File: config.mk
export PLATFORM = sky130hd
export DESIGN_NAME = uart_rx
export DESIGN_NICKNAME = d
export VERILOG_FILES = /design/src/rtl/uart_rx.sv
export SDC_FILE = /design/constraint.sdc
export NUM_CORES = 1
export LEC_CHECK = 0
export ABC_CLOCK_PERIOD_IN_PS = 1600
export CORE_UTILIZATION = 40
export CTS_CLUSTER_SIZE = 14
export DETAILED_ROUTE_END_ITERATION = 10
export PLACE_DENSITY = 0.61
export SYNTH_ARGS = -nofsm -noshare
export SYNTH_HDL_FRONTEND = slang
export SYNTH_SLANG_ARGS = --single-unit
File: constraint.sdc
create_clock -name clk -period 1.6 [get_ports clk]
set_input_delay 0.16 -clock clk [delete_from_list [all_inputs] [get_ports clk]]
set_output_delay 0.16 -clock clk [all_outputs]
set_load 0.005 [all_outputs]
File: src/rtl/uart_rx.sv
// 8N1 UART receiver: 2-FF input sync, 2-of-3 majority vote around mid-bit, valid/ready byte output.
// valid rises 1 clk after the stop-bit decision; an unconsumed byte causes the new one to drop with an overrun pulse.
module uart_rx #(
  parameter int OVERSAMPLE = 16
) (
  input  logic       clk,
  input  logic       rst_n,
  input  logic       sample_pulse,
  input  logic       rx,
  output logic [7:0] byte_out,
  output logic       valid,
  input  logic       ready,
  output logic       frame_err,
  output logic       overrun
);

  localparam int CW = $clog2(OVERSAMPLE);
  localparam int M  = OVERSAMPLE / 2;
  localparam logic [CW-1:0] CNT_LAST = CW'(OVERSAMPLE - 1);
  localparam logic [CW-1:0] CNT_V0   = CW'(M - 1);
  localparam logic [CW-1:0] CNT_V1   = CW'(M);
  localparam logic [CW-1:0] CNT_DEC  = CW'(M + 1);

  typedef enum logic [1:0] {IDLE, START, DATA, STOP} state_e;

  state_e        state_q, state_d;
  logic          rx_meta_q, rx_s_q;
  logic [CW-1:0] cnt_q, cnt_d;
  logic          armed_q, armed_d;
  logic [2:0]    bit_idx_q, bit_idx_d;
  logic [7:0]    shift_q, shift_d;
  logic          v0_q, v0_d, v1_q, v1_d;
  logic          done_q, done_d;
  logic          ferr_q, ferr_d;
  logic          ovr_q, ovr_d;
  logic [7:0]    byte_q, byte_d;
  logic          valid_q, valid_d;
  logic          decide, vote;

  assign decide = sample_pulse && (cnt_q == CNT_DEC);
  assign vote   = (v0_q & v1_q) | (v0_q & rx_s_q) | (v1_q & rx_s_q);

  always_ff @(posedge clk or negedge rst_n) begin
    if (!rst_n) begin
      rx_meta_q <= 1'b1;
      rx_s_q    <= 1'b1;
      state_q   <= IDLE;
      cnt_q     <= '0;
      armed_q   <= 1'b0;
      bit_idx_q <= 3'd0;
      shift_q   <= 8'h00;
      v0_q      <= 1'b1;
      v1_q      <= 1'b1;
      done_q    <= 1'b0;
      ferr_q    <= 1'b0;
      ovr_q     <= 1'b0;
      byte_q    <= 8'h00;
      valid_q   <= 1'b0;
    end else begin
      rx_meta_q <= rx;
      rx_s_q    <= rx_meta_q;
      state_q   <= state_d;
      cnt_q     <= cnt_d;
      armed_q   <= armed_d;
      bit_idx_q <= bit_idx_d;
      shift_q   <= shift_d;
      v0_q      <= v0_d;
      v1_q      <= v1_d;
      done_q    <= done_d;
      ferr_q    <= ferr_d;
      ovr_q     <= ovr_d;
      byte_q    <= byte_d;
      valid_q   <= valid_d;
    end
  end

  always_comb begin
    state_d   = state_q;
    cnt_d     = cnt_q;
    armed_d   = armed_q;
    bit_idx_d = bit_idx_q;
    shift_d   = shift_q;
    v0_d      = v0_q;
    v1_d      = v1_q;
    done_d    = 1'b0;
    ferr_d    = 1'b0;
    if (sample_pulse) begin
      if (state_q != IDLE) begin
        cnt_d = (cnt_q == CNT_LAST) ? '0 : cnt_q + 1'b1;
        if (cnt_q == CNT_V0) v0_d = rx_s_q;
        if (cnt_q == CNT_V1) v1_d = rx_s_q;
      end
      unique case (state_q)
        IDLE: begin
          // A line that never went high since the last error cannot start a frame.
          if (rx_s_q) begin
            armed_d = 1'b1;
          end else if (armed_q) begin
            state_d = START;
            cnt_d   = CW'(1);
            armed_d = 1'b0;
          end
        end
        START: begin
          if (decide) begin
            if (vote) begin
              state_d = IDLE;
              cnt_d   = '0;
              armed_d = 1'b1;
            end else begin
              state_d   = DATA;
              bit_idx_d = 3'd0;
            end
          end
        end
        DATA: begin
          if (decide) begin
            shift_d   = {vote, shift_q[7:1]};
            bit_idx_d = bit_idx_q + 3'd1;
            if (bit_idx_q == 3'd7) state_d = STOP;
          end
        end
        STOP: begin
          // Leave mid-stop-bit so the next start edge is caught promptly.
          if (decide) begin
            state_d = IDLE;
            cnt_d   = '0;
            done_d  = vote;
            ferr_d  = ~vote;
          end
        end
      endcase
    end
  end

  always_comb begin
    byte_d  = byte_q;
    valid_d = valid_q;
    ovr_d   = 1'b0;
    if (valid_q && ready) valid_d = 1'b0;
    if (done_q) begin
      if (!valid_q || ready) begin
        byte_d  = shift_q;
        valid_d = 1'b1;
      end else begin
        ovr_d = 1'b1;
      end
    end
  end

  always_comb begin
    byte_out  = byte_q;
    valid     = valid_q;
    frame_err = ferr_q;
    overrun   = ovr_q;
  end

endmodule

==> results.sh <==
export IMPL_final_core_util_pct=55.4
export IMPL_grt_remaining_overflow=0
export IMPL_grt_util_all_layers_pct=15.4
export IMPL_drt_iter0_markers=16
export IMPL_tightestPinTransition_ns=0.416
export IMPL_hold_viol=0
export IMPL_fmax_ghz=0.669
export IMPL_cp_arrival_ns=1.67
export IMPL_nets=161
export IMPL_grt_start_max_net_pins=35
export IMPL_place_congestion=0.753
export IMPL_syn_area_um2=1490
export IMPL_path_cells="inv_2, ha_4, and4b_2, nand3_4, mux2_4"
export IMPL_drc_errors=0
export IMPL_cp_required_ns=1.77
export IMPL_routed_via_count=1009
export IMPL_p_leak_nw=0.879
export IMPL_slowest_delay_ns=0.39
export IMPL_synth_seq_area_share_pct=57.3
export IMPL_yosysWarnings=0
export IMPL_final_period_utilization_pct=93.5
export IMPL_detail_route_wl_per_cell_um=13.8
export IMPL_setup_viol=0
export IMPL_core_um2=3440
export IMPL_cts_buffers=5
export IMPL_drt_pass1_iterations=4
export IMPL_io_buffers=15
export IMPL_final_common_cell="dfrtp_1"
export IMPL_fin_crit_ns=1.50
export IMPL_min_path_type="in2async"
export IMPL_synthesis_nets=130
export IMPL_clockBufferDepth=2
export IMPL_grt_pass1_vias=1036
export IMPL_wl_met3_um=101
export IMPL_finalPower_w=0.00243
export IMPL_cts_clk_slew_worst_paths_ns=0.07
export IMPL_p_per_area_nw_per_um2=1280
export IMPL_tns_ns=0
export IMPL_slowest_stage="dfrtp_1"
export IMPL_rsz0062_at_grt="no"
export IMPL_critical_path_class="reg2reg"
export IMPL_root_buffer="clkbuf_8"
export IMPL_area_delta_synth_final_pct=27.8
export IMPL_slew_headroom_pct=72.0
export IMPL_fp_dieW_um=63.1
export IMPL_ir_drop_mv=0.789
export IMPL_outcome="completed"
export IMPL_avgSynthCellArea_um2=12.4
export IMPL_ant_nets=0
export IMPL_dp_final_hpwl_um=1890
export IMPL_syn_inst=120
export IMPL_clkLatencyLatePin_ns=0.28
export IMPL_pin_count=16
export IMPL_grt_antenna_before_repair=0
export IMPL_drt_met1_wl_um=1080
export IMPL_top_layer="met4"
export IMPL_finClkSkew_ns=0.00651
export IMPL_critPathLaunchType="flop"
export IMPL_wl_met2_um=1480
export IMPL_floorplan_rows=21
export IMPL_die_area_um2=3980
export IMPL_worst_setup_path_end_kind="flop"
export IMPL_path_max_fanout=8
export IMPL_routed_wirelength_um=2730
export IMPL_cts_tree="built"
export IMPL_final_max_slew_violation_count=0
export IMPL_clock_sinks=34
export IMPL_ys_types=31
export IMPL_start_util_pct=43.4
export IMPL_drive_gt1_share_pct=32.9
export IMPL_cts_max_level=2
export IMPL_die_height_um=63.1
export IMPL_ys_seq_elements=34
export IMPL_final_cell_mix="30 x dfrtp_1, 17 x mux2_2, 15 x clkdlybuf4s50_1, 10 x buf_4, 9 x nand2_1"
export IMPL_cap_violations=0
export IMPL_grt_pass1_wl_um=4520
export IMPL_drt_vias_per_instance=5.10
export IMPL_n_antenna_cell=0
==> power by group <==
part,leakage (nW),switching [W],internal [W]
registers,0.448,0.000130,0.000990
clock network,0.0472,0.000308,0.000345
logic,0.384,0.000348,0.000312
total,0.879,0.000786,0.00165
==> final timing paths <==
kind / startpoint / end / slack (ns) / cells after the start
max: cnt_q[1] / shift_q[6] / 0.10 / 5
min: rst_n / shift_q[3] / 0.27 / 2
max reg2reg: cnt_q[1] / shift_q[6] / 0.10 / 5
min reg2reg: rx_meta_q / rx_s_q / 0.36 / 0
max in group asynchronous: rst_n / rx_s_q / 0.98 / 2
min in group clk: rx / rx_meta_q / 0.28 / 1
==> state kept, by name, indices dropped and copies added, names as in the netlist, 3 cells and up, named ones only <==
| signal | flops |
|---|---|
| byte_out | 8 |
| shift_q | 8 |
| bit_idx_q | 3 |
| cnt_q | 4 |
==> through the flow <==
stage | cells | setup WS [ns] | hold slack [ns] | area [um2]
after detailed placement | 188 | -0.0700 | 0.349 | 1770
after global placement | 188 | -0.0299 | 0.347 | 1770
after CTS | 196 | 0.0178 | 0.271 | 1870
after floorplan | 120 | 0.102 | -0.136 | 1490
after global routing | 198 | 0.0378 | 0.280 | 1910
final | 198 | 0.104 | 0.269 | 1910
==> layout make-up <==
| type | count | area, um2 |
|---|---|---|
| fillers | 302 | 1530 |
| flip-flops and latches | 34 | 856 |
| multi-input cells | 77 | 628 |
| repair buffers | 26 | 245 |
| clock buffers | 6 | 82.6 |
| well taps | 46 | 57.6 |
| inverters | 7 | 26.3 |
| clock inverters | 2 | 12.5 |
==> what timing repair did <==
action	CTS	global route
gates resized for setup	1	7
cloned	0	0
setup buffers	0	2
endpoints found under the setup margin	2	17
pin swaps	0	1
hold buffers	0	0
==> layer usage <==
metal / track usage [%] / up-vias
met5: 0 / -
met4: 8.72 / 0
met3: 5.07 / 4
met2: 27.3 / 21
met1: 15.6 / 497
li1: - / 487
==> cell families after synthesis <==
group	synth area share (%)
muxes	13.6
buffers and inverters	2.43
adders and majority gates	4.95
DFF	57.3
and+or+nand+nor	12.7
AOI/OAI and AO/OA	9.05
==> Yosys cell counts <==
master,number,area share [%]
o22ai_1,3,1.3
maj3_2,1,0.75
a22oi_1,1,0.50
o32ai_1,1,0.59
buf_2,2,0.67
a221oi_1,1,0.59
ha_1,5,4.2
nor4_1,1,0.42
or3_4,1,0.75
o21a_1,1,0.50
o21ai_1,1,0.33
mux2_2,18,14
o21ai_0,2,0.67
nand3b_1,1,0.50
nand2_1,9,2.3
o2111ai_1,1,0.59
nand2b_1,3,1.3
dfstp_2,4,7.0
nor4b_1,1,0.59
and3_1,1,0.42
nor2_1,8,2.0
nand3_4,1,1.2
nor2b_1,1,0.42
and4b_1,1,0.67
nand3_1,3,1.0
a21oi_1,6,2.0
o31ai_1,2,1.0
dfrtp_1,30,50
nand4b_1,2,1.2
inv_1,7,1.8
o221ai_2,1,1.0
==> critical path: cells and delay by family, from the launching register on <==
family / cells / cell delay [ns]
DFF: 1 / 0.39
buffers and inverters: 1 / 0.08
adders and majority gates: 1 / 0.13
and+or+nand+nor: 2 / 0.45
muxes: 1 / 0.34
Note: power is estimated with default switching activity, not from simulation.
